--- src/rtl/uart_rx_bit_timer.sv ---
// rtl/uart_rx_bit_timer.sv - oversampling edge/bit timer for the UART receiver
module uart_rx_bit_timer #(
  parameter int PRESCALE_W    = 6,
  parameter int MIN_PRESCALE  = 4,
  parameter int MAX_DATA_BITS = 9,
  parameter int BIT_CNT_W     = 4
) (
  input  logic                  clk,
  input  logic                  rst,
  input  logic [PRESCALE_W-1:0] prescale,
  input  logic [3:0]            data_len,
  input  logic                  par_en,
  input  logic                  stop2,
  input  logic                  counter_enable,
  output logic [PRESCALE_W-1:0] edge_count,
  output logic [BIT_CNT_W-1:0]  bit_count,
  output logic                  busy,
  output logic                  samp_en,
  output logic                  samp_last,
  output logic                  is_start,
  output logic                  is_data,
  output logic                  is_par,
  output logic                  is_stop,
  output logic                  frame_done,
  output logic                  presc_err
);

  localparam logic [PRESCALE_W-1:0] MIN_P = PRESCALE_W'(MIN_PRESCALE);
  localparam logic [PRESCALE_W-1:0] ONE_P = PRESCALE_W'(1);
  localparam logic [3:0]            MIN_L = 4'd5;
  localparam logic [3:0]            MAX_L = 4'(MAX_DATA_BITS);
  localparam logic [BIT_CNT_W-1:0]  ONE_B = BIT_CNT_W'(1);

  typedef enum logic {IDLE, RUN} state_t;

  state_t                state_q, state_d;
  logic [PRESCALE_W-1:0] edge_q, edge_d;
  logic [BIT_CNT_W-1:0]  bit_q, bit_d;
  logic [PRESCALE_W-1:0] p_q, p_d;
  logic [3:0]            l_q, l_d;
  logic                  par_q, par_d;
  logic                  stop2_q, stop2_d;
  logic                  done_q, done_d;
  logic                  err_q, err_d;

  logic                  presc_legal;
  logic [3:0]            len_clamped;
  logic [PRESCALE_W-1:0] p_last;
  logic [PRESCALE_W-1:0] half;
  logic [BIT_CNT_W-1:0]  len_b;
  logic [BIT_CNT_W-1:0]  bit_last;
  logic                  run;
  logic                  dec_start, dec_data, dec_par;

  assign presc_legal = (prescale >= MIN_P) && !prescale[0];
  assign len_clamped = (data_len < MIN_L) ? MIN_L :
                       (data_len > MAX_L) ? MAX_L : data_len;

  // Frame geometry comes from the latched copy so input changes mid-frame are inert.
  assign p_last   = p_q - ONE_P;
  assign half     = p_q >> 1;
  assign len_b    = BIT_CNT_W'(l_q);
  assign bit_last = len_b + BIT_CNT_W'(par_q) + (stop2_q ? BIT_CNT_W'(2) : ONE_B);

  always_comb begin
    state_d = state_q;
    edge_d  = edge_q;
    bit_d   = bit_q;
    p_d     = p_q;
    l_d     = l_q;
    par_d   = par_q;
    stop2_d = stop2_q;
    done_d  = 1'b0;
    err_d   = err_q;
    if (!counter_enable) begin
      state_d = IDLE;
      edge_d  = '0;
      bit_d   = '0;
    end else if (state_q == IDLE) begin
      edge_d = '0;
      bit_d  = '0;
      if (presc_legal) begin
        state_d = RUN;
        edge_d  = ONE_P;
        p_d     = prescale;
        l_d     = len_clamped;
        par_d   = par_en;
        stop2_d = stop2;
        err_d   = 1'b0;
      end else begin
        err_d = 1'b1;
      end
    end else if (edge_q >= p_last) begin
      // >= rather than == keeps the counters bounded even from a corrupted value.
      edge_d = '0;
      if (bit_q >= bit_last) begin
        bit_d   = '0;
        state_d = IDLE;
        done_d  = 1'b1;
      end else begin
        bit_d = bit_q + ONE_B;
      end
    end else begin
      edge_d = edge_q + ONE_P;
    end
  end

  always_ff @(posedge clk or negedge rst) begin
    if (!rst) begin
      state_q <= IDLE;
      edge_q  <= '0;
      bit_q   <= '0;
      p_q     <= '0;
      l_q     <= '0;
      par_q   <= 1'b0;
      stop2_q <= 1'b0;
      done_q  <= 1'b0;
      err_q   <= 1'b0;
    end else begin
      state_q <= state_d;
      edge_q  <= edge_d;
      bit_q   <= bit_d;
      p_q     <= p_d;
      l_q     <= l_d;
      par_q   <= par_d;
      stop2_q <= stop2_d;
      done_q  <= done_d;
      err_q   <= err_d;
    end
  end

  assign run       = (state_q == RUN);
  assign dec_start = (bit_q == '0);
  assign dec_data  = (bit_q != '0) && (bit_q <= len_b);
  assign dec_par   = par_q && (bit_q == len_b + ONE_B);

  assign edge_count = edge_q;
  assign bit_count  = bit_q;
  assign busy       = run;
  assign samp_en    = run && ((edge_q == half - ONE_P) || (edge_q == half) ||
                              (edge_q == half + ONE_P));
  assign samp_last  = run && (edge_q == half + ONE_P);
  assign is_start   = run && dec_start;
  assign is_data    = run && dec_data;
  assign is_par     = run && dec_par;
  assign is_stop    = run && !dec_start && !dec_data && !dec_par;
  assign frame_done = done_q;
  assign presc_err  = err_q;

endmodule

--- config.mk ---
export PLATFORM = sky130hd
export DESIGN_NAME = uart_rx_bit_timer
export DESIGN_NICKNAME = d
export VERILOG_FILES = /design/src/rtl/uart_rx_bit_timer.sv
export SDC_FILE = /design/constraint.sdc
export NUM_CORES = 1
export LEC_CHECK = 0
export BUFFER_PORTS_ARGS = -buffer_cell sky130_fd_sc_hd__buf_2
export CORE_ASPECT_RATIO = 2
export CORE_MARGIN = 10
export CORE_UTILIZATION = 40
export DETAILED_ROUTE_END_ITERATION = 8
export GPL_ROUTABILITY_DRIVEN = 0
export SYNTH_ARGS = -nofsm -noshare
export SYNTH_HDL_FRONTEND = slang
export SYNTH_SLANG_ARGS = --single-unit
--- constraint.sdc ---
create_clock -name clk -period 2.7 [get_ports clk]
set_input_delay 0.27 -clock clk [delete_from_list [all_inputs] [get_ports clk]]
set_output_delay 0.27 -clock clk [all_outputs]
set_load 0.05 [all_outputs]
**Yosys cells after proc, flatten, opt, wreduce, memory -nomap -nowiden**

Cells that the tools add are included.

- $add $sub $neg: 8
- Order comparisons: 6
- Equality and inequality tests: 5
- Mux-type cells: 21
- Bitwise gates (word level): 1
- Reduce and logical (&&, ||, !) cells: 21

Operators by type and width:

| cell | number |
|---|---|
| $mux 4 | 6 |
| $mux 6 | 3 |
| $eq 6x6->1 | 2 |
| $logic_and 1x1->1 | 11 |
| $mux 1 | 11 |
| $add 4x1->4 const B | 2 |
| $add 5x1->6 const B | 1 |
| $add 6x1->6 const B | 1 |
| $eq 6x5->1 | 1 |
| $ge 6x3->1 const B | 1 |
| $ge 6x6->1 | 1 |
| $sub 5x1->6 const B | 1 |
| $sub 6x1->6 const B | 1 |
| $add 4x1->4 | 1 |
| $add 4x2->4 | 1 |
| $eq 4x4->1 | 1 |
| $ge 4x4->1 | 1 |
| $gt 4x4->1 const B | 1 |
| $le 4x4->1 | 1 |
| $logic_not 1->1 | 4 |
| $logic_not 4->1 | 1 |
| $lt 4x3->1 const B | 1 |
| $reduce_bool 4->1 | 1 |
| $ne 3x2->1 const B | 1 |
| other kinds (5) | 6 |

- Register bits: 25
- Input port bits: 15
- Output and inout port bits: 19
- Word-level logic and storage cells: 71

**Depth between registers and ports, before layout**

- Depth in word-level cells: 7
- Depth in mapped cells: 12
- Mapped depth without buffers: 11

**Worst setup path before layout**

No wires, ideal clock.

- Path kind: reg2out
- Start point: reg bit_q[0], in the netlist bit_count[0]
- End point: out is_stop
- Data arrival time: 2,524 ps
- Data required time: 2,430 ps
- Path slack: -94 ps
- Cell stages (with the launch flop): 8
- Path buffers: 0
- Cells stage by stage: dfrtp_1 -> inv_1 -> ha_1 -> nor2b_1 -> o21a_1 -> o21a_1 -> o21ai_0 -> nor3_1

- Cells in the longest elaborated chain, start to end: 5
- Elaborated cells on any way between the ends: 12
- Those cells by class: order compare (1); eq/ne (1); reduce/logical (10)

RTL lines:

| what | line | source |
|---|---|---|
| from (decl) | 38 | `logic [BIT_CNT_W-1:0] bit_q, bit_d;` |
| from (signal assigned) | 122 | `bit_q <= bit_d;` |
| $le 4x4->1 (tied with other cells) | 134 | `assign dec_data = (bit_q != '0) && (bit_q <= len_b);` |
| $logic_and 1x1->1 / $logic_not 1->1 (equally long branches) | 134, 146 |  |
| $logic_not 1->1 / $logic_and 1x1->1 (equally long branches) | 146 | `assign is_stop = run && !dec_start && !dec_data && !dec_par;` |
| $logic_and 1x1->1 | 146 |  |
| $logic_and 1x1->1 (*) | 146 |  |
| to (decl) | 23 | `output logic is_stop,` |

Every way passes the cells marked *; elsewhere a longest branch is shown, timed or not.

**Worst setup path in the final report**

- Start point: reg p_q[1]
- End point: out samp_en

- Cells in the longest elaborated chain, start to end: 5
- Elaborated cells on any way between the ends: 8
- Those cells by class: add/sub (2); eq/ne (3); reduce/logical (3)

RTL lines:

| what | line | source |
|---|---|---|
| from (decl) | 39 | `logic [PRESCALE_W-1:0] p_q, p_d;` |
| from (signal assigned) | 123 | `p_q <= p_d;` |
| $sub 5x1->6 | 140 | `assign samp_en = run && ((edge_q == half - ONE_P) \|\| (edge_q == half) \|\|` |
| $eq 6x6->1 | 140 |  |
| $logic_or 1x1->1 | 140 |  |
| $logic_or 1x1->1 (*) | 140 |  |
| $logic_and 1x1->1 (*) | 140 |  |
| to (decl) | 18 | `output logic samp_en,` |

Marks and branches as above.

==> results.toml <==
[clock_tree]
h-tree-depth = 1
cts_buffers = 3
clk_pin_slew_ps = 90
cts_tree = "yes"
hold_buffers = 0
postCtsSetupBuffers = 0
cts_root_buf = "clkbuf_8"
clockBufferDepth = 2
cts_sinks = 25
worstSkewPairLatency_ps = 270

[synthesis]
netlist_top_cells_count = "nand2_1 (29), dfrtp_1 (25), ha_1 (23)"
synth.distinct_cells = 48
syn-cell-area_um2 = 1970
synthTopCellsByArea = "dfrtp_1 (32%), ha_1 (15%), xnor2_1 (7.1%)"
yosysMostFrequentCell = "nand2_1"
ys_async_sr_fraction = 1.00
ys_warn_count = 0
synth_top_area_frac = 0.317
synth_top_area_cell = "dfrtp_1"
syn_nets = 261
syn_inst = 221
synth_edf_count = 0
synth-seq-cells = 25
synthFlopType = "dfrtp_1"
yosysSeqAreaShare = 0.317
syn_avg_cell_area_um2 = 8.93

[min_path]
hold_class = "in -> async"

[drt]
drt-initial-drc-count = 34
vias = 1643
via_per_inst = 5.18
top_layer_used = "met4"
drc = 0
drtAntennaViolNets = 0
drt-pass1-iter-count = 5
wirelength_um = 4660
met3WireLength_um = 128
met2_length_um = 2790
routedWlPerCell_um = 14.7
detail_route.wirelength.met1_um = 1680

[worst_setup_path]
cpMaxStageDelayCell = "dfrtp_1"
critPathMaxStageDelay_ps = 380
worstPathArrival_ps = 2280
path_depth = 7
reg2reg_from = "l_q[0]$_DFFE_PN0P_"
cp_cell_sequence = "buf_4, ha_1, nor3b_1, o221a_2, o211a_1, or3b_1, buf_2"
rr_worst_depth = 8
worst-path-buf-inv = 2
cp_max_fo = 6
cp.required_ps = 2430
rr_endpoint = "bit_count[1]$_DFFE_PN0P_"
cp_top_family = "compound AO/OA/AOI/OAI gates"
end_kind = "primary output"
critPathKind = "reg -> out"
rrSetupSlack_ps = 160
crit_path_start_kind = "flip-flop"

[grt]
grt_pass1_vias = 1752
grt_usage = 0.112
antenna_found_initial = 0
grt_first_pass_wirelength_um = 7940
grt_max_degree = 26
overflow = 0

[cells_and_area]
final_nets = 301
insertedDiodeCount = 0
final_layout_size_suffix_gt1_frac = 0.227
fill_cells = 478
stdcell_count = 317
areaGrowthSynthToFinish_pct = 17.4
multi_input_area_um2 = 1270
regArea_um2 = 626

[pwr]
p_leak_nw = 1.13
irDropWorstVdd_mv = 0.538
powerDensity_nw_per_um2 = 986

[placed_design]
dpl.hpwl_um = 3840
port_buffers = 33
dp.cells = 313

[floorplan]
die_w_um = 69.7
io_pins = 34
rows = 36
core_um2 = 4820
die_h_um = 119
die_area_um2 = 8310
start_util = 0.409

[sta]
worstMarginPinSlew_ps = 805
finalCritPeriodShare = 0.946
finalHoldWorstSlack_ps = -17.5
fmax_ghz = 0.392
relSlewSlack = 0.461
fin_worst_skew_ps = 2.42
drv_slew = 0
fin_crit_ps = 2550
setup_viol = 0
hold_viol = 25
rsz0062_at_grt = "false"
fin_setup_tns_ps = 0

[outcome]
status = "complete, but fails checks"
violations = "negative hold slack"

[flow_run]
drv_cap = 0
[logic make-up after synthesis]
family | share of synthesized area
AO/OA/AOI/OAI | 0.127
XOR/XNOR | 0.128
adder cells (fa/ha/maj) | 0.166
buffers and inverters | 0.0564
flip-flops | 0.317
AND/OR/NAND/NOR | 0.205
[flip-flops by register name, summed over array words and instances, names as in the netlist, 4 cells and up]
register    count
l_q             4
bit_count       4
edge_count      6
p_q             6
[how the worst max path moves through the flow]
stage,end,slack [ps],from
after floorplan,is_data,-5,bit_count[1]$_DFFE_PN0P_
after global placement,bit_count[1]$_DFFE_PN0P_,80,l_q[0]$_DFFE_PN0P_
after detailed placement,bit_count[3]$_DFFE_PN0P_,40,l_q[0]$_DFFE_PN0P_
after global routing,samp_en,20,p_q[1]$_DFFE_PN0P_
after CTS,bit_count[2]$_DFFE_PN0P_,80,p_q[1]$_DFFE_PN0P_
final,samp_en,150,p_q[1]$_DFFE_PN0P_
[power by group]
group,switching (mW),total [mW],internal (mW)
combinational,0.846,1.45,0.604
sequential,0.139,0.614,0.475
clock,0.116,0.221,0.105
[metal layers]
metal	vias to the layer above	track usage
met3	5	0.0150
met4	0	0.0347
met2	24	0.229
met1	789	0.109
met5	-	0
li1	825	-
[cells in the final DEF, fill, tap and decap left out, types with 2 or more instances in the layout]
cell type	instances
buf_2	33
nand2_1	29
dfrtp_1	25
ha_1	22
inv_1	20
xnor2_1	16
nor2_1	15
xor2_1	10
o21ai_0	10
buf_4	8
nand3_1	7
nand2b_1	4
a21oi_1	4
nor3_1	4
nor2b_1	3
o21a_1	3
clkbuf_8	3
xor2_2	2
o21ai_1	2
nor4_1	2
nor3b_1	2
nand4_1	2
and3_1	2
nor3_2	2
a211oi_2	2
o22ai_2	2
[per-stage QoR]
step | cell area [um^2] | utilization | setup slack [ps] | total power [mW] | hold WS (ps)
2_1_floorplan | 1980 | - | -4.87 | 1.69 | -25.6
3_3_place_gp | 2240 | 0.464 | 79.5 | 2.03 | 302
3_5_place_dp | 2240 | 0.464 | 35.3 | 2.05 | 303
4_1_cts | 2290 | 0.475 | 75.2 | 2.29 | 6.21
5_1_grt | 2320 | 0.481 | 20.3 | 2.52 | 25.0
6_report | 2320 | 0.481 | 147 | 2.28 | -17.5
[area by class of cell]
type                       instances  share of cell area
timing repair buffer              41              0.0972
inverter                          20              0.0324
sequential                        25               0.270
tap                               57              0.0308
multi-input combinational        170               0.550
clock buffer                       4              0.0194
[what timing repair did]
item,in CTS,in global routing
resized for setup,1,8
setup endpoints to repair,1,12
pin swaps,0,2
Note: power is estimated with default switching activity, not from simulation.
